**src/rtl/circuito_gravador_pkg.sv**
```systemverilog
// Shared types and defaults for the sequence recorder: FSM state codes and size constants.
// Latency: n/a (declarations only).
// Backpressure: n/a.
package circuito_gravador_pkg;

  localparam int WIDTH_PADRAO  = 4;
  localparam int ADDR_W_PADRAO = 4;
  localparam int DEPTH_PADRAO  = 16;

  // Codes are shown on the hex display, so their values are fixed.
  typedef enum logic [3:0] {
    INICIAL  = 4'h0,
    PREPARA  = 4'h1,
    ESPERA   = 4'h2,
    REGISTRA = 4'h3,
    GRAVA    = 4'h4,
    PROXIMO  = 4'h5,
    FIM      = 4'hF
  } estado_t;

endpackage

```
**src/rtl/circuito_gravador_if.sv**
```systemverilog
// User/compare-side signal bundle of the sequence recorder (controls, read port, debug taps).
// Latency: n/a (wiring only).
// Backpressure: none; jogada requests outside ESPERA are simply dropped by the recorder.
interface circuito_gravador_if
  import circuito_gravador_pkg::*;
#(
  parameter int WIDTH  = WIDTH_PADRAO,
  parameter int ADDR_W = ADDR_W_PADRAO
);

  logic              iniciar;
  logic              jogada;
  logic [WIDTH-1:0]  chaves;
  logic [ADDR_W-1:0] rd_endereco;
  logic [WIDTH-1:0]  rd_dado;
  logic              pronto;
  logic [ADDR_W-1:0] db_endereco;
  logic [WIDTH-1:0]  db_dado;
  logic              db_we;
  logic [3:0]        db_estado;

  // Driving side: user controls and the compare circuit's read address.
  modport master (
    output iniciar, jogada, chaves, rd_endereco,
    input  rd_dado, pronto, db_endereco, db_dado, db_we, db_estado
  );

  // Recorder side.
  modport slave (
    input  iniciar, jogada, chaves, rd_endereco,
    output rd_dado, pronto, db_endereco, db_dado, db_we, db_estado
  );

endinterface

```
**src/rtl/gravador_unidade_controle.sv**
```systemverilog
// Control FSM of the recorder: sequences clear, capture, write and address advance.
// Latency: outputs are registered and valid in the same cycle as the state they belong to.
// Backpressure: jogada events are only accepted in ESPERA; elsewhere they are dropped.
module gravador_unidade_controle
  import circuito_gravador_pkg::*;
(
  input  logic    clock,
  input  logic    reset,
  input  logic    iniciar,
  input  logic    jogada_evt,
  input  logic    fim_c,
  output logic    zera,
  output logic    registra,
  output logic    grava,
  output logic    conta,
  output logic    pronto,
  output estado_t estado
);

  function automatic estado_t proximo_estado(estado_t e, logic ini, logic evt, logic fim);
    case (e)
      INICIAL:  return ini ? PREPARA : INICIAL;
      PREPARA:  return ESPERA;
      ESPERA:   return evt ? REGISTRA : ESPERA;
      REGISTRA: return GRAVA;
      GRAVA:    return fim ? FIM : PROXIMO;
      PROXIMO:  return ESPERA;
      FIM:      return ini ? PREPARA : FIM;
      default:  return INICIAL;
    endcase
  endfunction

  estado_t prox;
  assign prox = proximo_estado(estado, iniciar, jogada_evt, fim_c);

  // State register; each strobe is decoded from the next state so it is high exactly in its state.
  always_ff @(posedge clock) begin
    if (!reset) begin
      estado   <= INICIAL;
      zera     <= 1'b0;
      registra <= 1'b0;
      grava    <= 1'b0;
      conta    <= 1'b0;
      pronto   <= 1'b0;
    end else begin
      estado   <= prox;
      zera     <= (prox == PREPARA);
      registra <= (prox == REGISTRA);
      grava    <= (prox == GRAVA);
      conta    <= (prox == PROXIMO);
      pronto   <= (prox == FIM);
    end
  end

endmodule

```
**src/rtl/ram_sync_1w1r.sv**
```systemverilog
// Synchronous RAM, one write port and one independent registered read port.
// Latency: read data 1 cycle after address; write lands on the clock edge with we=1.
// Backpressure: none; same-address read and write in one cycle returns the old word.
module ram_sync_1w1r #(
  parameter int WIDTH  = 4,
  parameter int ADDR_W = 4
) (
  input  logic              clock,
  input  logic              we,
  input  logic [ADDR_W-1:0] wr_endereco,
  input  logic [WIDTH-1:0]  wr_dado,
  input  logic [ADDR_W-1:0] rd_endereco,
  output logic [WIDTH-1:0]  rd_dado
);

  logic [WIDTH-1:0] mem [2**ADDR_W];

  // Write and registered read share the edge; the read sees the pre-write contents.
  always_ff @(posedge clock) begin
    if (we) begin
      mem[wr_endereco] <= wr_dado;
    end
    rd_dado <= mem[rd_endereco];
  end

endmodule

```
**src/rtl/circuito_gravador.sv**
```systemverilog
// Records a user-entered sequence of switch values into RAM for the compare circuit to read back.
// Latency: an accepted jogada writes RAM two cycles later; next jogada accepted >= 4 cycles after.
// Backpressure: none; jogada outside ESPERA is dropped. GRAVADOR_EDGE_DETECT_EN: rising-edge jogada.
module circuito_gravador
  import circuito_gravador_pkg::*;
#(
  parameter int WIDTH  = WIDTH_PADRAO,
  parameter int ADDR_W = ADDR_W_PADRAO,
  parameter int DEPTH  = DEPTH_PADRAO
) (
  input logic                 clock,
  input logic                 reset,
  circuito_gravador_if.slave  bus
);

  logic              zera;
  logic              registra;
  logic              grava;
  logic              conta;
  logic              pronto;
  logic              fim_c;
  logic              jogada_evt;
  estado_t           estado;
  logic [ADDR_W-1:0] contador;
  logic [WIDTH-1:0]  dado_reg;

`ifdef GRAVADOR_EDGE_DETECT_EN
  logic jogada_ant;

  // Previous jogada sample, so a held button produces a single event.
  always_ff @(posedge clock) begin
    if (!reset) begin
      jogada_ant <= 1'b0;
    end else begin
      jogada_ant <= bus.jogada;
    end
  end

  assign jogada_evt = bus.jogada & ~jogada_ant;
`else
  assign jogada_evt = bus.jogada;
`endif

  assign fim_c = (contador == ADDR_W'(DEPTH - 1));

  // Write address counter: cleared on (re)start, advanced in PROXIMO, never wraps past the last word.
  always_ff @(posedge clock) begin
    if (!reset) begin
      contador <= '0;
    end else if (zera) begin
      contador <= '0;
    end else if (conta && !fim_c) begin
      contador <= contador + 1'b1;
    end
  end

  // Data register: captures the switches in REGISTRA and holds them through GRAVA.
  always_ff @(posedge clock) begin
    if (!reset) begin
      dado_reg <= '0;
    end else if (zera) begin
      dado_reg <= '0;
    end else if (registra) begin
      dado_reg <= bus.chaves;
    end
  end

  gravador_unidade_controle u_controle (
    .clock      (clock),
    .reset      (reset),
    .iniciar    (bus.iniciar),
    .jogada_evt (jogada_evt),
    .fim_c      (fim_c),
    .zera       (zera),
    .registra   (registra),
    .grava      (grava),
    .conta      (conta),
    .pronto     (pronto),
    .estado     (estado)
  );

  ram_sync_1w1r #(
    .WIDTH  (WIDTH),
    .ADDR_W (ADDR_W)
  ) u_ram (
    .clock       (clock),
    .we          (grava),
    .wr_endereco (contador),
    .wr_dado     (dado_reg),
    .rd_endereco (bus.rd_endereco),
    .rd_dado     (bus.rd_dado)
  );

  assign bus.pronto      = pronto;
  assign bus.db_endereco = contador;
  assign bus.db_dado     = dado_reg;
  assign bus.db_we       = grava;
  assign bus.db_estado   = estado;

endmodule

```
**src/flat_wrapper.sv**
```systemverilog
// flat-port wrapper written by rule: the top's interface ports become plain ports
module circuito_gravador_flat import circuito_gravador_pkg::*;
#(
  parameter int WIDTH  = WIDTH_PADRAO,
  parameter int ADDR_W = ADDR_W_PADRAO,
  parameter int DEPTH  = DEPTH_PADRAO
)
  (clock, reset, bus_iniciar, bus_jogada, bus_chaves, bus_rd_endereco, bus_rd_dado, bus_pronto, bus_db_endereco, bus_db_dado, bus_db_we, bus_db_estado);
  circuito_gravador_if #(.WIDTH(WIDTH), .ADDR_W(ADDR_W)) bus_i ();
  input logic clock;
  input logic reset;
  input wire logic [$bits(bus_i.iniciar)-1:0] bus_iniciar;
  input wire logic [$bits(bus_i.jogada)-1:0] bus_jogada;
  input wire logic [$bits(bus_i.chaves)-1:0] bus_chaves;
  input wire logic [$bits(bus_i.rd_endereco)-1:0] bus_rd_endereco;
  output wire logic [$bits(bus_i.rd_dado)-1:0] bus_rd_dado;
  output wire logic [$bits(bus_i.pronto)-1:0] bus_pronto;
  output wire logic [$bits(bus_i.db_endereco)-1:0] bus_db_endereco;
  output wire logic [$bits(bus_i.db_dado)-1:0] bus_db_dado;
  output wire logic [$bits(bus_i.db_we)-1:0] bus_db_we;
  output wire logic [$bits(bus_i.db_estado)-1:0] bus_db_estado;
  assign bus_i.iniciar = bus_iniciar;
  assign bus_i.jogada = bus_jogada;
  assign bus_i.chaves = bus_chaves;
  assign bus_i.rd_endereco = bus_rd_endereco;
  assign bus_rd_dado = bus_i.rd_dado;
  assign bus_pronto = bus_i.pronto;
  assign bus_db_endereco = bus_i.db_endereco;
  assign bus_db_dado = bus_i.db_dado;
  assign bus_db_we = bus_i.db_we;
  assign bus_db_estado = bus_i.db_estado;
  circuito_gravador #(.WIDTH(WIDTH), .ADDR_W(ADDR_W), .DEPTH(DEPTH)) u_core (.clock(clock), .reset(reset), .bus(bus_i));
endmodule
```
**config.mk**
```make
export PLATFORM = sky130hd
export DESIGN_NAME = circuito_gravador_flat
export DESIGN_NICKNAME = d
export VERILOG_FILES = /design/src/rtl/circuito_gravador_pkg.sv /design/src/rtl/circuito_gravador_if.sv /design/src/rtl/gravador_unidade_controle.sv /design/src/rtl/ram_sync_1w1r.sv /design/src/rtl/circuito_gravador.sv /design/src/flat_wrapper.sv
export SDC_FILE = /design/constraint.sdc
export NUM_CORES = 1
export LEC_CHECK = 0
export CORE_MARGIN = 2
export CORE_UTILIZATION = 44
export CTS_CLUSTER_SIZE = 25
export DETAILED_ROUTE_END_ITERATION = 7
export GPL_ROUTABILITY_DRIVEN = 0
export GPL_TIMING_DRIVEN = 0
export HOLD_SLACK_MARGIN = 0.1
export SLEW_MARGIN = 5
export SYNTH_ARGS = -nofsm -noshare
export SYNTH_HDL_FRONTEND = slang
export SYNTH_SLANG_ARGS = --single-unit
```
**constraint.sdc**
```tcl
create_clock -name clock -period 2.85 [get_ports clock]
set_input_delay 0.4275 -clock clock [delete_from_list [all_inputs] [get_ports clock]]
set_output_delay 0.4275 -clock clock [all_outputs]
set_load 0.01 [all_outputs]
```
Yosys cells after proc, flatten, opt, wreduce, memory -nomap -nowiden
Memory sizes are Yosys's and may differ from the RTL's. A register that Yosys moved wholly into a read port is not among the register bits.
Cells that the tools add are included.
W data, S select, Z words.
{"block": "word_totals", "word_cells": 35, "mem_bits_rw": 64, "memories": 1, "reg_bits": 17}
{"block": "op_classes", "n_bitwise": 1, "n_mux": 7, "n_reduce_logical": 5, "n_addsub": 1, "n_eq_ne": 12}
{"name": "u_core.u_ram.mem", "words": 16, "word_bits": 4, "rd": 1, "rd_ports_with_merged_regs": 1, "write_ports": 1, "line_no": "ram_sync_1w1r.sv:16", "source": "logic [WIDTH-1:0] mem [2**ADDR_W];"}
{"cell": "$pmux W4 S6", "count": 1}
{"cell": "$eq A4 B3 Y1 const B", "count": 4}
{"cell": "$eq A4 B2 Y1 const B", "count": 3}
{"cell": "$eq A4 B4 Y1 const B", "count": 3}
{"cell": "$eq A4 B1 Y1 const B", "count": 2}
{"cell": "$mux W4", "count": 2}
{"cell": "$add A4 B1 Y4 const B", "count": 1}
{"cell": "$logic_not A4 Y1", "count": 1}
{"cell": "$mux W1", "count": 4}
{"cell": "$reduce_or A2 Y1", "count": 2}
{"cell": "$logic_and A1 B1 Y1", "count": 1}
{"cell": "$logic_not A1 Y1", "count": 1}
{"cell": "$not A1 Y1", "count": 1}

Longest topological paths before layout
Gate-level depths: netlist (run 1).
{"block": "logic_depth", "depth_word": 4, "mapped_depth": 5, "mapped_depth_nobuf": 5}

By module
Synthesis (run 1) repeated with hierarchy kept, for this count alone.
{"block": "hier_totals", "cells_unflattened": 211, "hier_area_um2": 3417.0}
{"mod": "ram_sync_1w1r", "cells_each": 130, "area_each_um2": 2666.3, "seq_area_each_um2": 2001.9, "n_inst": 1}
{"mod": "gravador_unidade_controle", "cells_each": 45, "area_each_um2": 410.4, "seq_area_each_um2": 180.2, "n_inst": 1}
{"mod": "circuito_gravador", "cells_each": 36, "area_each_um2": 340.3, "seq_area_each_um2": 160.2, "n_inst": 1}

Worst setup path before layout (run 1)
Ideal clock, no wire load.
{"block": "synth_path", "kind": "input -> register", "from": "in bus_rd_endereco[1]", "to": "reg u_core.u_ram.rd_dado[0], read port of u_core.u_ram.mem", "t_arrival_ns": 1.371, "path_buffers": 2, "setup_slack_ns": 1.356, "setup_time_ns": 0.123, "stages": 5, "path_cell_list": "clkbuf_1 buf_2 mux4_2 a22oi_1 nand3_1"}
{"element": "start: declaration", "line_no": "flat_wrapper.sv:15", "source": "input wire logic [$bits(bus_i.rd_endereco)-1:0] bus_rd_endereco;"}
{"element": "end: declaration", "line_no": "ram_sync_1w1r.sv:13", "source": "output logic [WIDTH-1:0] rd_dado"}

Final worst setup path (run 1)
{"block": "layout_path", "from": "reg u_core.dado_reg[2], in the netlist u_core.bus.db_dado[2]", "to": "out bus_db_dado[2]"}
{"element": "start: declaration", "line_no": "circuito_gravador.sv:25", "source": "logic [WIDTH-1:0] dado_reg;"}
{"element": "start signal: assignment", "line_no": "circuito_gravador.sv:64", "source": "dado_reg <= bus.chaves;"}
{"element": "end: declaration", "line_no": "flat_wrapper.sv:19", "source": "output wire logic [$bits(bus_i.db_dado)-1:0] bus_db_dado;"}
No word-level cell between the ends.

==> impl_metrics.xml, run 1 <==
<?xml version="1.0" encoding="UTF-8"?>
<metrics>
  <group name="yosys">
    <metric name="synth.yosys.warnings" unit="">0</metric>
    <metric name="synth.ff_latch_count" unit="">85</metric>
    <metric name="post_synth_instance_area" unit="µm²">3410</metric>
    <metric name="mappedNetlistNets" unit="">228</metric>
    <metric name="syn_area_per_cell" unit="µm²">16.1</metric>
    <metric name="most_used_dff_post_synth" unit="">sky130_fd_sc_hd__edfxtp_1</metric>
    <metric name="async_reset_ff_share" unit="%">0</metric>
    <metric name="count_of_flip_flops_with_a_built_in_enable_after_synthesis" unit="">64</metric>
    <metric name="synth.distinct_cells" unit="">36</metric>
    <metric name="synth_sequential_area_ratio" unit="%">68.6</metric>
    <metric name="synth_cells" unit="">212</metric>
  </group>
  <group name="sta">
    <metric name="setup_failing_eps_final" unit="">0</metric>
    <metric name="period_needed" unit="ps">2160</metric>
    <metric name="fmaxAchievable" unit="GHz">0.462</metric>
    <metric name="timing_hold_violations_final" unit="">0</metric>
    <metric name="worst_margin_slew" unit="ps">723</metric>
    <metric name="relSlewSlack" unit="%">51.4</metric>
    <metric name="clock-skew-final" unit="ps">9.42</metric>
    <metric name="timing.final.max_slew_violations" unit="">0</metric>
    <metric name="timing.final.ws_setup" unit="ps">687</metric>
    <metric name="tns" unit="ps">0</metric>
    <metric name="finalCritPeriodShare" unit="%">75.9</metric>
    <metric name="grt_setup_unrepaired" unit="">false</metric>
  </group>
  <group name="pwr">
    <metric name="switching_share" unit="%">22.4</metric>
    <metric name="power.ir.vdd_worst" unit="mV">0.246</metric>
    <metric name="power_density" unit="nW/µm²">560</metric>
    <metric name="pwr-share-clk" unit="%">32.7</metric>
    <metric name="p_comb_share" unit="%">6.4</metric>
    <metric name="p_switching" unit="mW">0.498</metric>
    <metric name="seq_power_share" unit="%">60.9</metric>
    <metric name="internal-power" unit="mW">1.73</metric>
    <metric name="power_leakage" unit="nW">1.37</metric>
  </group>
  <group name="detailed_routing">
    <metric name="route.vias.total" unit="">1835</metric>
    <metric name="postRouteWirelength" unit="µm">5970</metric>
    <metric name="drc" unit="">0</metric>
    <metric name="drt_pass1_iterations" unit="">4</metric>
    <metric name="post_drt_wl_per_cell" unit="µm">16.7</metric>
    <metric name="ant_nets" unit="">0</metric>
    <metric name="vias_per_cell" unit="">5.14</metric>
    <metric name="initialDrtViolationCount" unit="">135</metric>
  </group>
  <group name="worst_setup_path">
    <metric name="path_max_fanout" unit="">18</metric>
    <metric name="reg2reg_depth" unit="">3</metric>
    <metric name="critPathSlowestCell" unit="">sky130_fd_sc_hd__dfxtp_1</metric>
    <metric name="critPathArrivalTime" unit="ps">1740</metric>
    <metric name="reg2reg_setup_slack" unit="ps">1060</metric>
    <metric name="timing.rr.end" unit="">u_core.u_ram.mem[3][3]</metric>
    <metric name="timing.critical_path.buf_inv" unit="">1</metric>
    <metric name="end_kind" unit="">output pin</metric>
    <metric name="top_delay_family_on_crit_path" unit="">flip-flops</metric>
    <metric name="timing_worst_setup_path_type" unit="">register to output pin</metric>
    <metric name="reg2reg_from" unit="">u_core.bus.db_endereco[1]</metric>
    <metric name="worstPathCellList" unit="">clkdlybuf4s50_1</metric>
    <metric name="worstSetupStartpoint" unit="">u_core.bus.db_dado[2]</metric>
    <metric name="required" unit="ps">2420</metric>
    <metric name="worst_setup_sp_type" unit="">register</metric>
    <metric name="setup.worst_path.end" unit="">bus_db_dado[2]</metric>
    <metric name="path_depth" unit="">1</metric>
    <metric name="largest_stage_delay_on_the_critical_path" unit="ps">730</metric>
  </group>
  <group name="global_routing">
    <metric name="grt.overflow.total" unit="">0</metric>
    <metric name="groute.layer.met3.usage" unit="%">3.37</metric>
    <metric name="grt_usage" unit="%">15.4</metric>
    <metric name="grt.met1_usage" unit="%">21.0</metric>
    <metric name="global_route_wire_length_before_repair" unit="µm">9690</metric>
    <metric name="met2_usage" unit="%">23.8</metric>
    <metric name="first_global_vias" unit="">1870</metric>
    <metric name="number_of_antenna_violations_at_the_first_check_in_global_routing" unit="">0</metric>
    <metric name="grt_start_max_net_pins" unit="">19</metric>
    <metric name="grt-busiest-layer" unit="">met2</metric>
  </group>
  <group name="floorplan">
    <metric name="placement_rows" unit="">32</metric>
    <metric name="floorplan.die.height" unit="µm">92.1</metric>
    <metric name="fp.coreArea" unit="µm²">7610</metric>
    <metric name="start_util" unit="%">44.9</metric>
    <metric name="chipWidth" unit="µm">92.1</metric>
    <metric name="ios" unit="">30</metric>
    <metric name="fp.dieArea" unit="µm²">8480</metric>
  </group>
  <group name="cts">
    <metric name="clock_sinks" unit="">85</metric>
    <metric name="clock_path_buffers" unit="">2</metric>
    <metric name="ctsHtreeMaxLevel" unit="">3</metric>
    <metric name="total_setup_buffers_inserted_after_cts" unit="">0</metric>
    <metric name="cts_buffers" unit="">9</metric>
    <metric name="clock_insertion_delay_worst_skew" unit="ps">340</metric>
    <metric name="clk_pin_slew_worst_paths" unit="ps">80</metric>
    <metric name="ctsResizeCount" unit="">0</metric>
    <metric name="cts_tree" unit="">yes</metric>
    <metric name="holdBufCountCts" unit="">0</metric>
    <metric name="cts_root_buffer" unit="">sky130_fd_sc_hd__clkbuf_8</metric>
  </group>
  <group name="flow_run">
    <metric name="maxCapViolations" unit="">0</metric>
  </group>
  <group name="place">
    <metric name="portBuffers" unit="">27</metric>
    <metric name="preCtsSetupSlack" unit="ps">983</metric>
    <metric name="estimated_wirelength_of_the_detail_placed_design" unit="µm">4060</metric>
    <metric name="placement.cell_area" unit="µm²">3810</metric>
  </group>
  <group name="status">
    <metric name="run_status" unit="">complete, no violations</metric>
  </group>
  <group name="worst_hold_path">
    <metric name="min-delay-path-class" unit="">register to register</metric>
  </group>
  <group name="finish">
    <metric name="num-nets-final" unit="">266</metric>
    <metric name="area_growth_syn_to_layout" unit="%">16.6</metric>
    <metric name="drive_gt1_share" unit="%">10.6</metric>
    <metric name="finish.utilization" unit="%">52.3</metric>
    <metric name="insertedDiodeCount" unit="">0</metric>
    <metric name="fin_area" unit="µm²">3980</metric>
  </group>
</metrics>
-- kinds of logic after synthesis --
family / synth area share (%)
XOR/XNOR: 0.513
buffers and inverters: 2.46
flip-flops: 68.6
multiplexers: 13.3
adder cells (fa/ha/maj): 1.47
AND/OR/NAND/NOR: 10.7
AO/OA/AOI/OAI: 2.93
-- state kept, by name (all words and copies together) (netlist names) --
register                    cells
u_core.u_controle.registra      1
u_core.u_controle.grava         1
u_core.bus.db_endereco          4
u_core.u_controle.conta         1
u_core.u_controle.pronto        1
u_core.u_controle.zera          1
u_core.u_controle.estado        4
u_core.u_ram.rd_dado            4
u_core.bus.db_dado              4
u_core.u_ram.mem               64
-- worst min-delay path by stage --
| stage | depth (start not counted) | slack, ps | start | end |
|---|---|---|---|---|
| final | 2 | 540 | u_core.u_controle.conta | u_core.bus.db_endereco[1] |
| after global routing | 2 | 590 | u_core.bus.db_endereco[1] | u_core.bus.db_endereco[1] |
| after CTS | 2 | 540 | u_core.u_controle.conta | u_core.bus.db_endereco[1] |
| after detailed placement | 2 | 530 | u_core.u_controle.conta | u_core.bus.db_endereco[1] |
| after global placement | 2 | 520 | u_core.u_controle.conta | u_core.bus.db_endereco[1] |
| after floorplan | 2 | 500 | u_core.u_controle.conta | u_core.bus.db_endereco[1] |
-- cell type report --
| type | count | area (µm²) |
|---|---|---|
| Fill cell | 655 | 3630 |
| Timing Repair Buffer | 27 | 270 |
| Sequential cell | 85 | 2340 |
| Buffer | 11 | 72.6 |
| Multi-Input combinational cell | 113 | 987 |
| Clock buffer | 10 | 128 |
| Inverter | 3 | 11.3 |
| Clock inverter | 6 | 40.0 |
| Tap cell | 102 | 128 |
-- metal layers --
metal / part of all wire [%] / vias up / wire length [µm]
met3: 4.3 / 6 / 254
met1: 46 / 891 / 2750
met2: 49 / 38 / 2900
met5: 0 / - / 0
li1: - / 900 / -
met4: 1.1 / 0 / 68
-- cells in the mapped netlist, types with 3 or more instances --
library cell	n	area share, %
sky130_fd_sc_hd__a21oi_1	4	0.59
sky130_fd_sc_hd__a22oi_1	4	0.88
sky130_fd_sc_hd__buf_2	6	0.88
sky130_fd_sc_hd__clkbuf_1	3	0.33
sky130_fd_sc_hd__dfxtp_1	21	12
sky130_fd_sc_hd__edfxtp_1	64	56
sky130_fd_sc_hd__ha_1	4	1.5
sky130_fd_sc_hd__inv_1	3	0.33
sky130_fd_sc_hd__mux2i_1	4	1.2
sky130_fd_sc_hd__mux4_1	14	11
sky130_fd_sc_hd__nand2_1	15	1.6
sky130_fd_sc_hd__nand2b_1	3	0.55
sky130_fd_sc_hd__nand3_1	13	1.9
sky130_fd_sc_hd__nor2_1	22	2.4
sky130_fd_sc_hd__nor3_1	6	0.88
-- through the flow --
| step | hold WS [ps] | power (mW) | std cells |
|---|---|---|---|
| 3_5_place_dp | 530 | 1.53 | 341 |
| 3_3_place_gp | 519 | 1.53 | 341 |
| 5_1_grt | 587 | 2.31 | 357 |
| 4_1_cts | 541 | 2.25 | 357 |
| 2_1_floorplan | 495 | 1.47 | 212 |
| 6_report | 539 | 2.23 | 357 |
-- cell usage in the layout, fill, tap and decap left out, types with 3 or more instances in the layout --
cell type	count
sky130_fd_sc_hd__buf_2	6
sky130_fd_sc_hd__ha_1	4
sky130_fd_sc_hd__a21oi_1	4
sky130_fd_sc_hd__nor3_1	6
sky130_fd_sc_hd__clkinvlp_4	3
sky130_fd_sc_hd__dfxtp_1	21
sky130_fd_sc_hd__clkdlybuf4s50_1	27
sky130_fd_sc_hd__nor2_1	22
sky130_fd_sc_hd__nand2b_1	3
sky130_fd_sc_hd__nand3_1	13
sky130_fd_sc_hd__clkbuf_8	9
sky130_fd_sc_hd__mux4_1	14
sky130_fd_sc_hd__clkbuf_1	4
sky130_fd_sc_hd__edfxtp_1	64
sky130_fd_sc_hd__a22oi_1	4
sky130_fd_sc_hd__inv_1	3
sky130_fd_sc_hd__nand2_1	15
sky130_fd_sc_hd__mux2i_1	4
-- power by group through the flow --
stage	Combinational (mW)	Clock [mW]	Sequential, mW
2_1_floorplan	0.0821	0	1.39
3_3_place_gp	0.143	0	1.38
3_5_place_dp	0.145	0	1.39
4_1_cts	0.146	0.749	1.36
5_1_grt	0.156	0.795	1.36
6_report	0.143	0.728	1.36
No activity file was read; power rests on OpenSTA's default activity.
==> run 2, diff against run 1 <==
Clock period 2.85 ns to 2.2 ns, I/O delays scaled along.
==> results of run 2 <==
The final DEF is identical to that of run 1. Status: complete, no violations.
Main changes from that run: setup slack after placement 983 ps -> 417 ps; setup slack after layout 687 ps -> 135 ps; hold slack 539 ps -> 516 ps; register-to-register setup slack 1060 ps -> 410 ps; end point of the worst hold path u_core.bus.db_endereco[1] -> u_core.u_ram.rd_dado[2]; total power 2.23 mW -> 2.89 mW; worst IR drop on VDD 0.246 mV -> 0.319 mV
